[src/rtl/timer_dev_pkg.sv]
// rtl/timer_dev_pkg.sv - shared register map, CTRL fields and FSM encoding for timer_dev
//
// Purpose: one place for the constants that the timer and the bridge address
// decode both depend on.
//   ADDR_*        word index = bus addr[3:2]
//   CTRL_*        bit positions inside the CTRL register
//   MODE_*        CTRL.MODE values (2 and 3 behave as one-shot)
//   state_t       countdown FSM encoding, IDLE = 0
package timer_dev_pkg;

  localparam logic [1:0] ADDR_CTRL   = 2'd0;
  localparam logic [1:0] ADDR_PRESET = 2'd1;
  localparam logic [1:0] ADDR_COUNT  = 2'd2;

  localparam int CTRL_EN      = 0;
  localparam int CTRL_MODE_LO = 1;
  localparam int CTRL_MODE_HI = 2;
  localparam int CTRL_IM      = 3;

  localparam logic [1:0] MODE_ONESHOT = 2'd0;
  localparam logic [1:0] MODE_RELOAD  = 2'd1;

  typedef enum logic [1:0] {
    S_IDLE = 2'd0,
    S_LOAD = 2'd1,
    S_CNT  = 2'd2,
    S_INT  = 2'd3
  } state_t;

endpackage

[src/rtl/timer_dev_if.sv]
// rtl/timer_dev_if.sv - bridge-to-timer register bus and interrupt line
//
// Purpose: bundles the word-addressed register bus seen by the timer.
//   addr   [1:0]  word select (bus addr[3:2])
//   we            write strobe, already qualified with the timer select
//   wdata  [31:0] write data
//   rdata  [31:0] combinational read data for addr
//   irq           interrupt request toward CP0 HWInt
// Modports: master = bridge side, slave = timer side.
interface timer_dev_if;

  logic [1:0]  addr;
  logic        we;
  logic [31:0] wdata;
  logic [31:0] rdata;
  logic        irq;

  modport master (output addr, output we, output wdata, input rdata, input irq);
  modport slave  (input addr, input we, input wdata, output rdata, output irq);

endinterface

[src/rtl/timer_dev.sv]
// rtl/timer_dev.sv - memory-mapped countdown timer with one-shot and auto-reload modes
//
// Purpose: CPU-visible countdown timer. CTRL enables counting and selects the
// mode, PRESET is the reload value, COUNT is the read-only live counter. When
// the count expires irq_pend is set; irq = irq_pend & CTRL.IM.
// Ports:
//   clk    in   system clock, all state on posedge
//   reset  in   synchronous active-high reset
//   bus    slave modport of timer_dev_if (addr/we/wdata/rdata/irq)
// Parameters:
//   CNT_W       width of PRESET and COUNT (1..32), reads zero-extended
//   PRESET_RST  reset value of PRESET
module timer_dev
  import timer_dev_pkg::*;
#(
  parameter int               CNT_W      = 32,
  parameter logic [CNT_W-1:0] PRESET_RST = '0
) (
  input  logic        clk,
  input  logic        reset,
  timer_dev_if.slave  bus
);

  logic             en;
  logic [1:0]       mode;
  logic             im;
  logic [CNT_W-1:0] preset;
  logic [CNT_W-1:0] count;
  logic             irq_pend;
  state_t           state;

  state_t           state_nxt;
  logic [CNT_W-1:0] count_nxt;
  logic             set_pend;
  logic             clr_pend;
  logic             clr_en;

  logic             wr_ctrl;
  logic             wr_preset;

  // COUNT is not writable, so addr 2 and 3 writes decode to nothing.
  assign wr_ctrl   = bus.we && (bus.addr == ADDR_CTRL);
  assign wr_preset = bus.we && (bus.addr == ADDR_PRESET);

  // Next-state logic works only on registered CTRL/PRESET, so a bus write
  // becomes visible to the FSM one cycle after its edge.
  always_comb begin
    state_nxt = state;
    count_nxt = count;
    set_pend  = 1'b0;
    clr_pend  = 1'b0;
    clr_en    = 1'b0;
    case (state)
      S_IDLE: begin
        if (en) state_nxt = S_LOAD;
      end
      S_LOAD: begin
        if (!en) begin
          state_nxt = S_IDLE;
        end else begin
          count_nxt = preset;
          state_nxt = S_CNT;
        end
      end
      S_CNT: begin
        if (!en) begin
          state_nxt = S_IDLE;
        end else if (count > CNT_W'(1)) begin
          count_nxt = count - CNT_W'(1);
        end else begin
          // COUNT of 0 (PRESET=0) expires like 1 instead of wrapping.
          count_nxt = '0;
          set_pend  = 1'b1;
          state_nxt = S_INT;
        end
      end
      S_INT: begin
        if (mode == MODE_RELOAD) begin
          clr_pend  = 1'b1;
          state_nxt = S_LOAD;
        end else begin
          clr_en    = 1'b1;
          state_nxt = S_IDLE;
        end
      end
      default: state_nxt = S_IDLE;
    endcase
  end

  always_ff @(posedge clk) begin
    if (reset) begin
      state    <= S_IDLE;
      count    <= '0;
      preset   <= PRESET_RST;
      en       <= 1'b0;
      mode     <= MODE_ONESHOT;
      im       <= 1'b0;
      irq_pend <= 1'b0;
    end else begin
      state <= state_nxt;
      count <= count_nxt;

      if (wr_preset) preset <= bus.wdata[CNT_W-1:0];

      // A CTRL write overrides the FSM's own EN clear in the same cycle.
      if (wr_ctrl) begin
        en   <= bus.wdata[CTRL_EN];
        mode <= bus.wdata[CTRL_MODE_HI:CTRL_MODE_LO];
        im   <= bus.wdata[CTRL_IM];
      end else if (clr_en) begin
        en <= 1'b0;
      end

      // A CTRL write acknowledges the interrupt and beats any FSM set/clear.
      if (wr_ctrl)       irq_pend <= 1'b0;
      else if (set_pend) irq_pend <= 1'b1;
      else if (clr_pend) irq_pend <= 1'b0;
    end
  end

  always_comb begin
    bus.rdata = '0;
    case (bus.addr)
      ADDR_CTRL:   bus.rdata = {28'b0, im, mode, en};
      ADDR_PRESET: bus.rdata = 32'(preset);
      ADDR_COUNT:  bus.rdata = 32'(count);
      default:     bus.rdata = '0;
    endcase
  end

  assign bus.irq = irq_pend & im;

endmodule
[src/flat_wrapper.sv]
// flat-port wrapper written by rule: the top's interface ports become plain ports
module timer_dev_flat import timer_dev_pkg::*;
#(
  parameter int               CNT_W      = 32,
  parameter logic [CNT_W-1:0] PRESET_RST = '0
)
  (clk, reset, bus_addr, bus_we, bus_wdata, bus_rdata, bus_irq);
  timer_dev_if bus_i ();
  input  logic clk;
  input  logic reset;
  input wire logic [$bits(bus_i.addr)-1:0] bus_addr;
  input wire logic [$bits(bus_i.we)-1:0] bus_we;
  input wire logic [$bits(bus_i.wdata)-1:0] bus_wdata;
  output wire logic [$bits(bus_i.rdata)-1:0] bus_rdata;
  output wire logic [$bits(bus_i.irq)-1:0] bus_irq;
  assign bus_i.addr = bus_addr;
  assign bus_i.we = bus_we;
  assign bus_i.wdata = bus_wdata;
  assign bus_rdata = bus_i.rdata;
  assign bus_irq = bus_i.irq;
  timer_dev #(.CNT_W(CNT_W), .PRESET_RST(PRESET_RST)) u_core (.clk(clk), .reset(reset), .bus(bus_i));
endmodule
[config.mk]
export PLATFORM = sky130hd
export DESIGN_NAME = timer_dev_flat
export DESIGN_NICKNAME = d
export VERILOG_FILES = /design/src/rtl/timer_dev_pkg.sv /design/src/rtl/timer_dev_if.sv /design/src/rtl/timer_dev.sv /design/src/flat_wrapper.sv
export SDC_FILE = /design/constraint.sdc
export NUM_CORES = 1
export LEC_CHECK = 0
export CAP_MARGIN = 25
export CORE_ASPECT_RATIO = 0.6
export CORE_MARGIN = 3
export CORE_UTILIZATION = 45
export CTS_CLUSTER_SIZE = 12
export DETAILED_ROUTE_END_ITERATION = 10
export GPL_ROUTABILITY_DRIVEN = 0
export PLACE_DENSITY = 0.79
export SLEW_MARGIN = 10
export SYNTH_ARGS = -nofsm -noshare
export SYNTH_HDL_FRONTEND = slang
export SYNTH_SLANG_ARGS = --single-unit
[constraint.sdc]
create_clock -name clk -period 3 [get_ports clk]
set_input_delay 0.6 -clock clk [delete_from_list [all_inputs] [get_ports clk]]
set_output_delay 0.6 -clock clk [all_outputs]
set_load 0.1 [all_outputs]
==> metrics.csv, run 1 <==
metric;value;unit
Hold Path Class;reg2reg;
area share of the largest cell type after synthesis;0.351;
XOR/XNOR Fraction of Synth Area;0;
GRT Overall Usage;0.271;
vias in the first global route;4211;
port buffer count;69;
type of origin of the critical path;primary input;
top post-synthesis cells by area;dfxtp_1 (35%), nand2_1 (8.1%), a21oi_1 (8.0%), a22o_1 (6.0%), clkbuf_1 (3.0%);
synth cell count leaders;nand2_1 (87), dfxtp_1 (71), a21oi_1 (65);
final setup fails;0;
Layout Skew;0.00605;ns
fin crit share;0.913;
setup_tns;0;ns
Power Internal;1.83;mW
Switching Share;0.318;
crit path kind;in2out;
Peak VDD IR;0.000272;V
Wirelength per Cell;19.5;um
register area share after synthesis;0.351;
first-pass GRT wire length;22000;um
Slew @ Worst Pin;0.842;ns
mux cell area share after synthesis;0.0148;
# clock sinks;71;
status;finished, final reports clean;
fraction of layout cells with a size suffix above 1;0.182;
slowest stage delay, CP;0.62;ns
initial antenna violation count;0;
ys async rst share;0;
DRC viols;0;
Final Util;0.642;
Post-synth EDFFs;0;
Placed Area;5260;um2
Peak Freq;365;MHz
Net Sw Power;0.855;mW
fin crit period;2.74;ns
post-synth top area cell;dfxtp_1;
final hold violations;0;
Crit Path Max Fanout;34;
simple-gate share of the synthesized area;0.273;
slowest cell on the critical path;clkdlybuf4s50_1;
Sequential Power Share;0.375;
initial core utilization;0.470;
post-synthesis cell area;4060;um2
Worst Path Arrival;2.14;ns
die area;10200;um2
Mean Syn Cell Area;7.68;um2
CTS tree;yes;
final wirelength;13700;um
hold_buf cts;0;
Synth Register Bits;71;
PD cells;486;nW/um2
Max H-tree Level;3;
crit-path most repeated cell;buf_12;
core area;8620;um2
Relative slew margins;0.434;
antenna cells;0;
Logic pwr share;0.259;
maxcap violations;0;
Synth warnings;0;
Syn Inst Count;528;
initial drt markers;815;
via count;4536;
Worst EP required;2.40;ns
Finished Layout Cells;704;
Setup Buffers After CTS;0;
area share of fa/ha/maj cells after synthesis;0.0216;
cts bufs inserted;9;
Final Cell Area;5530;um2
final net count;634;
clock-pin slew on the worst setup and hold paths;0.05;ns
ANT nets after route;0;
vias per cell;6.44;
Row Count;26;
die height;79.5;um
leakage power;2.13;nW
Detail Placement HPWL;9450;um
ys flop type;dfxtp_1;
clk_lat worst skew;0.33;ns
width of the die;129;um
Clk pwr share;0.366;
count leader, synth;nand2_1;
worst path cell trace;clkdlybuf4s50_1, nor2b_2, buf_12, nand2_1, o21ai_1, buf_12;
Final Worst Setup Slack;0.260;ns
Root Buffer;clkbuf_16;
post-CTS resize count;0;
largest family of logic cells by synthesized area;compound AO/OA/AOI/OAI gates;
global route total overflow;0;
Post-Place Worst Slack;0.260;ns
RSZ-0062 raised after global routing;false;
cell count after placement;691;
first drt pass iteration count;5;
Worst setup EP type;output port;
syn_nets;572;
max-slew violation count;0;
compound-cell area share of the yosys netlist;0.285;
CTS max path bufs;2;
IO Pins;70;
area grow syn2layout;36.4;%
largest net degree at the start of global routing;37;
post-synth cell types;53;
[final timing paths]
kind	startpoint	end	slack, ns	depth (start not counted)
max	bus_addr[0]	bus_rdata[1]	0.26	6
min	u_core.preset[23]	u_core.preset[23]	0.47	2
max reg2reg	u_core.state[0]	u_core.count[16]	0.47	8
min reg2reg	u_core.preset[23]	u_core.preset[23]	0.47	2
[layout by cell type (no fill, tap or decap), drive strengths merged, types with 6 or more instances in the layout]
master	Yosys	layout
mux2i	6	6
nand4	10	10
o21ai	17	17
or4	12	12
or2	6	6
a31oi	10	10
and3	15	15
nor3	13	13
or3	6	6
o211ai	7	7
inv	16	16
dfxtp	71	71
buf	7	56
a21oi	65	65
nor4	14	14
nor2	25	25
a22o	29	29
clkbuf	33	12
a32oi	7	7
o32ai	7	7
clkdlybuf4s50	0	35
a22oi	6	6
ha	7	7
nand3	15	15
nand2	87	87
[through the flow]
| step | total power, mW | hold slack [ns] |
|---|---|---|
| after detailed placement | 1.69 | 0.468 |
| after global placement | 1.67 | 0.461 |
| after global routing | 2.79 | 0.499 |
| after CTS | 2.67 | 0.476 |
| final | 2.69 | 0.473 |
| after floorplan | 1.43 | 0.444 |
[power groups by stage]
stage          combinational [mW]  sequential [mW]  clock, mW
2_1_floorplan               0.421             1.01          0
3_3_place_gp                0.649             1.02          0
3_5_place_dp                0.670             1.02          0
4_1_cts                     0.673             1.01      0.994
5_1_grt                     0.751             1.01       1.03
6_report                    0.696             1.01      0.984
[registers in the layout, summed over array words and instances, names as in the netlist]
name,flops
u_core.count,32
u_core.en,1
u_core.im,1
u_core.irq_pend,1
u_core.mode,2
u_core.preset,32
u_core.state,2
[critical path, delay by kind of cell]
| family | cells | cell delay [ns] |
|---|---|---|
| AO/OA/AOI/OAI | 1 | 0.16 |
| buffers and inverters | 3 | 1.04 |
| AND/OR/NAND/NOR | 2 | 0.34 |
[layer usage]
metal / track usage / share of wire / vias up
li1: - / - / 2090
met1: 0.367 / 0.43 / 2108
met2: 0.401 / 0.43 / 304
met3: 0.103 / 0.13 / 34
met4: 0.0755 / 0.018 / 0
met5: 0 / 0 / -
[area by class of cell]
type                       count  area (um2)
multi-input combinational    401        2440
clock buffer                  12         267
tap                          112         140
timing repair buffer          91        1190
clock inverter                 1        5.00
sequential                    71        1420
inverter                      16        60.1
fill                         701        3090
[logic make-up after synthesis]
kind of cell,after synthesis
compound gates,171
simple gates,217
buf+inv,56
mux,6
fa+ha+maj,7
flops,71
(Power assumes the default switching activity.)
==> inputs of run 2 (changes only) <==
--- a/config.mk
+++ b/config.mk
@@ -11,8 +11,10 @@
 export CORE_UTILIZATION = 45
 export CTS_CLUSTER_SIZE = 12
 export DETAILED_ROUTE_END_ITERATION = 10
+export DONT_BUFFER_PORTS = 1
 export GPL_ROUTABILITY_DRIVEN = 0
-export PLACE_DENSITY = 0.79
+export PLACE_DENSITY = 0.69
+export SKIP_CTS_REPAIR_TIMING = 1
 export SLEW_MARGIN = 10
 export SYNTH_ARGS = -nofsm -noshare
 export SYNTH_HDL_FRONTEND = slang
==> constraint.sdc (replaced) <==
create_clock -name clk -period 2.7 [get_ports clk]
set_input_delay 0.54 -clock clk [delete_from_list [all_inputs] [get_ports clk]]
set_output_delay 0.54 -clock clk [all_outputs]
set_load 0.1 [all_outputs]
==> run 2 against run 1 <==
Clock-buffer cell count increased by 3. Routed wire length decreased by 1.1%. Sequential cell count unchanged. Non-clock buffer count decreased by 45. Largest power group unchanged. Sequential share of layout area increased by 4.3 points. Die area unchanged. Critical endpoint is now u_core.count[17]. Critical path depth decreased by 1. Register-to-register slack got worse by 0.29 ns. Final cell count decreased by 6.1%. Highest routed layer unchanged.
==> metrics.csv, run 2 (synthesis results as in run 1) <==
metric;value;unit
initial core utilization;0.470;
Post-Place Worst Slack;0.282;ns
Hold Path Class;in2reg;
setup_tns;0;ns
Top Registers;u_core.count x32, u_core.preset x32;
crit path kind;reg2reg;
GRT Overall Usage;0.265;
final wirelength;13600;um
Power Total;2.93;mW
Final Util;0.550;
Worst EP required;2.90;ns
worst hold start;reset;
Layout Skew;0.00724;ns
core area;8620;um2
ANT nets after route;0;
final hold violations;0;
vias in the first global route;4286;
Final Cell Area;4740;um2
most common cell after layout, fill and taps aside;nand2_1;
Detail Placement HPWL;9160;um
Finished Layout Cells;661;
die height;79.5;um
first-pass GRT wire length;21600;um
# clock sinks;71;
clock-pin slew on the worst setup and hold paths;0.06;ns
commonest cells after routing, fill and taps aside;nand2_1 (87), dfxtp_1 (71), a21oi_1 (65), buf_4 (43), nor2_1 (25);
CTS max path bufs;2;
R2R Setup Slk;0.18;ns
maxcap violations;0;
fraction of layout cells with a size suffix above 1;0.184;
Slew @ Worst Pin;1.09;ns
RSZ-0062 raised after global routing;false;
initial antenna violation count;0;
via count;4332;
cts bufs inserted;9;
Worst Path Arrival;2.73;ns
global route total overflow;0;
Peak VDD IR;0.000375;V
Worst setup EP type;flip-flop;
Peak Freq;396;MHz
Root Buffer;clkbuf_16;
DRC viols;0;
leakage power;1.86;nW
hold slack;0.273;ns
antenna cells;0;
Row Count;26;
initial drt markers;474;
final setup fails;0;
area grow syn2layout;16.9;%
Wirelength per Cell;20.5;um
first drt pass iteration count;6;
cell count after placement;646;
port buffer count;0;
Crit Path Max Fanout;11;
largest net degree at the start of global routing;70;
Final Worst Setup Slack;0.176;ns
fillers;798;
clk_lat worst skew;0.34;ns
type of origin of the critical path;flip-flop;
PD cells;618;nW/um2
max-slew violation count;0;
width of the die;129;um
status;finished, final reports clean;
fin crit period;2.52;ns
launch point of the worst path;u_core.count[19];
Placed Area;4460;um2
IO Pins;70;
fin crit share;0.935;
Max H-tree Level;3;
Worst R2R Start;u_core.count[19];
vias per cell;6.55;
die area;10200;um2
final net count;589;
Relative slew margins;0.273;
CTS tree;yes;
## run 2: final cells by class
class / instances / area [um2] / area share
Timing Repair Buffer: 46 / 383 / 0.0807
Inverter: 16 / 60.1 / 0.0127
Multi-Input combinational cell: 401 / 2460 / 0.519
Tap cell: 112 / 140 / 0.0296
Clock buffer: 15 / 278 / 0.0586
Sequential cell: 71 / 1420 / 0.300
## run 2: layer usage
| metal | track usage | wire (um) | vias to the layer above |
|---|---|---|---|
| met5 | 0 | 0 | - |
| met4 | 0.109 | 313 | 0 |
| met3 | 0.102 | 1580 | 37 |
| met2 | 0.381 | 5650 | 254 |
| met1 | 0.355 | 6020 | 2045 |
| li1 | - | - | 1996 |
## run 2: power breakdown
group          internal [mW]  switching [mW]  leakage, nW
Combinational          0.216           0.481         1.15
Clock                  0.693           0.424        0.136
Sequential              1.08          0.0379        0.575
## run 2: worst max-delay path, cell delays in order (launching register included)
cell     delay (ns)
dfxtp_1        0.36
or4_1          0.63
nor4_2         0.38
nand3_1        0.48
a32oi_1        0.40
o32ai_1        0.13
## run 2: path summary, 6_finish.rpt
kind / end / cells after the start
max: u_core.count[17] / 5
min: u_core.preset[3] / 1
max reg2reg: u_core.count[17] / 5
min reg2reg: u_core.preset[27] / 2
==> inputs of run 3 (changes only) <==
--- a/config.mk
+++ b/config.mk
@@ -13,7 +13,7 @@
 export DETAILED_ROUTE_END_ITERATION = 10
 export DONT_BUFFER_PORTS = 1
 export GPL_ROUTABILITY_DRIVEN = 0
-export PLACE_DENSITY = 0.69
+export PLACE_DENSITY_LB_ADDON = 0.3
 export SKIP_CTS_REPAIR_TIMING = 1
 export SLEW_MARGIN = 10
 export SYNTH_ARGS = -nofsm -noshare
==> run 3 against run 2 <==
Utilization grew 0.45 points. Via count shrank 1.4%. Non-clock buffer count grew 1. Sequential power is essentially flat. Final area grew 0.82%. Routed wire length shrank 4.0%. Final cell count grew 0.30%. First-iteration DRC count grew 6.8%. Combinational power shrank 3.0%. Die area is the same.
==> metrics.csv, run 3 (synthesis results as in run 1) <==
metric;value;unit
# clock sinks;71;
Slew @ Worst Pin;1.10;ns
via count;4271;
crit path kind;reg2reg;
ANT nets after route;0;
Wirelength per Cell;19.7;um
max-slew violation count;0;
leakage power;1.88;nW
final net count;590;
port buffer count;0;
initial drt markers;506;
type of origin of the critical path;flip-flop;
area grow syn2layout;17.9;%
fraction of layout cells with a size suffix above 1;0.191;
Hold Path Class;in2reg;
CTS max path bufs;2;
cts bufs inserted;9;
Final Util;0.555;
Power Total;2.97;mW
Logic pwr share;0.228;
Worst setup EP type;flip-flop;
Switching Share;0.318;
IO Pins;70;
Detail Placement HPWL;9030;um
Placed Area;4480;um2
Layout Skew;0.00606;ns
DRC viols;0;
final wirelength;13000;um
Relative slew margins;0.265;
Post-Place Worst Slack;0.251;ns
clock-pin slew on the worst setup and hold paths;0.06;ns
Clk pwr share;0.396;
clk_lat worst skew;0.33;ns
initial core utilization;0.470;
Top Registers;u_core.count x32, u_core.preset x32;
commonest cells after routing, fill and taps aside;nand2_1 (87), dfxtp_1 (71), a21oi_1 (65), buf_4 (43), nor2_1 (25);
final hold violations;0;
first drt pass iteration count;5;
Final Worst Setup Slack;0.347;ns
Root Buffer;clkbuf_16;
die area;10200;um2
Crit Path Max Fanout;11;
CTS tree;yes;
first-pass GRT wire length;21100;um
fin crit period;2.35;ns
Sequential Power Share;0.376;
Net Sw Power;0.945;mW
Final Cell Area;4780;um2
antenna cells;0;
status;finished, final reports clean;
Peak VDD IR;0.000405;V
RSZ-0062 raised after global routing;false;
width of the die;129;um
die height;79.5;um
Max H-tree Level;3;
fillers;801;
maxcap violations;0;
most common cell after layout, fill and taps aside;nand2_1;
global route total overflow;0;
Row Count;26;
Power Internal;2.02;mW
vias per cell;6.44;
core area;8620;um2
Peak Freq;425;MHz
final setup fails;0;
GRT Overall Usage;0.261;
initial antenna violation count;0;
Worst EP required;2.95;ns
largest net degree at the start of global routing;70;
Worst Path Arrival;2.61;ns
PD cells;621;nW/um2
vias in the first global route;3991;
fin crit share;0.872;
-- run 3: cell types whose count changed in the layout (fill, tap and decap cells not counted), sizes merged --
| cell | previous run | this run |
|---|---|---|
| clkinv | 0 | 3 |
| buf | 46 | 47 |
| clkbuf | 15 | 12 |
| bufinv | 0 | 1 |
-- run 3: area by class of cell --
cell class | instances | area [um2] | share of cell area
sequential | 71 | 1420 | 0.297
tap | 112 | 140 | 0.0293
clock buffer | 12 | 246 | 0.0516
timing repair buffer | 47 | 403 | 0.0843
clock inverter | 4 | 45.0 | 0.00942
multi-input combinational | 401 | 2460 | 0.516
inverter | 16 | 60.1 | 0.0126
-- run 3: metal layers --
layer	track usage	share of wire	routed length, um
met3	0.0802	0.11	1470
met4	0.0681	0.0099	129
met5	0	0	0
met2	0.380	0.43	5600
met1	0.372	0.45	5840
-- run 3: final timing paths --
| kind | from | endpoint | slack, ns | depth (start not counted) |
|---|---|---|---|---|
| worst min-delay path | reset | u_core.preset[2] | 0.28 | 1 |
| worst max-delay path | u_core.count[19] | u_core.irq_pend | 0.35 | 5 |
| worst min register to register | u_core.preset[6] | u_core.preset[6] | 0.46 | 2 |
| worst max register to register | u_core.count[19] | u_core.irq_pend | 0.35 | 5 |
-- run 3: worst max-delay path, cell delays in order, from the launching register on --
cell     delay (ns)
dfxtp_1        0.37
or4_1          0.65
nor4_2         0.40
nand3_2        0.36
o31a_1         0.35
nor3_1         0.14
-- run 3: power groups by stage --
stage                     combinational (mW)  sequential [mW]  clock [mW]
after floorplan                        0.469             1.12           0
after global placement                 0.636             1.13           0
after detailed placement               0.649             1.14           0
after CTS                              0.654             1.11        1.19
after global routing                   0.730             1.12        1.24
final                                  0.677             1.12        1.18
-- run 3: through the flow --
step | hold WS (ns) | cells | setup TNS (ns)
2_1_floorplan | 0.444 | 528 | -0.173
3_3_place_gp | 0.453 | 647 | 0
3_5_place_dp | 0.456 | 647 | 0
4_1_cts | 0.262 | 663 | 0
5_1_grt | 0.259 | 663 | 0
6_report | 0.276 | 663 | 0
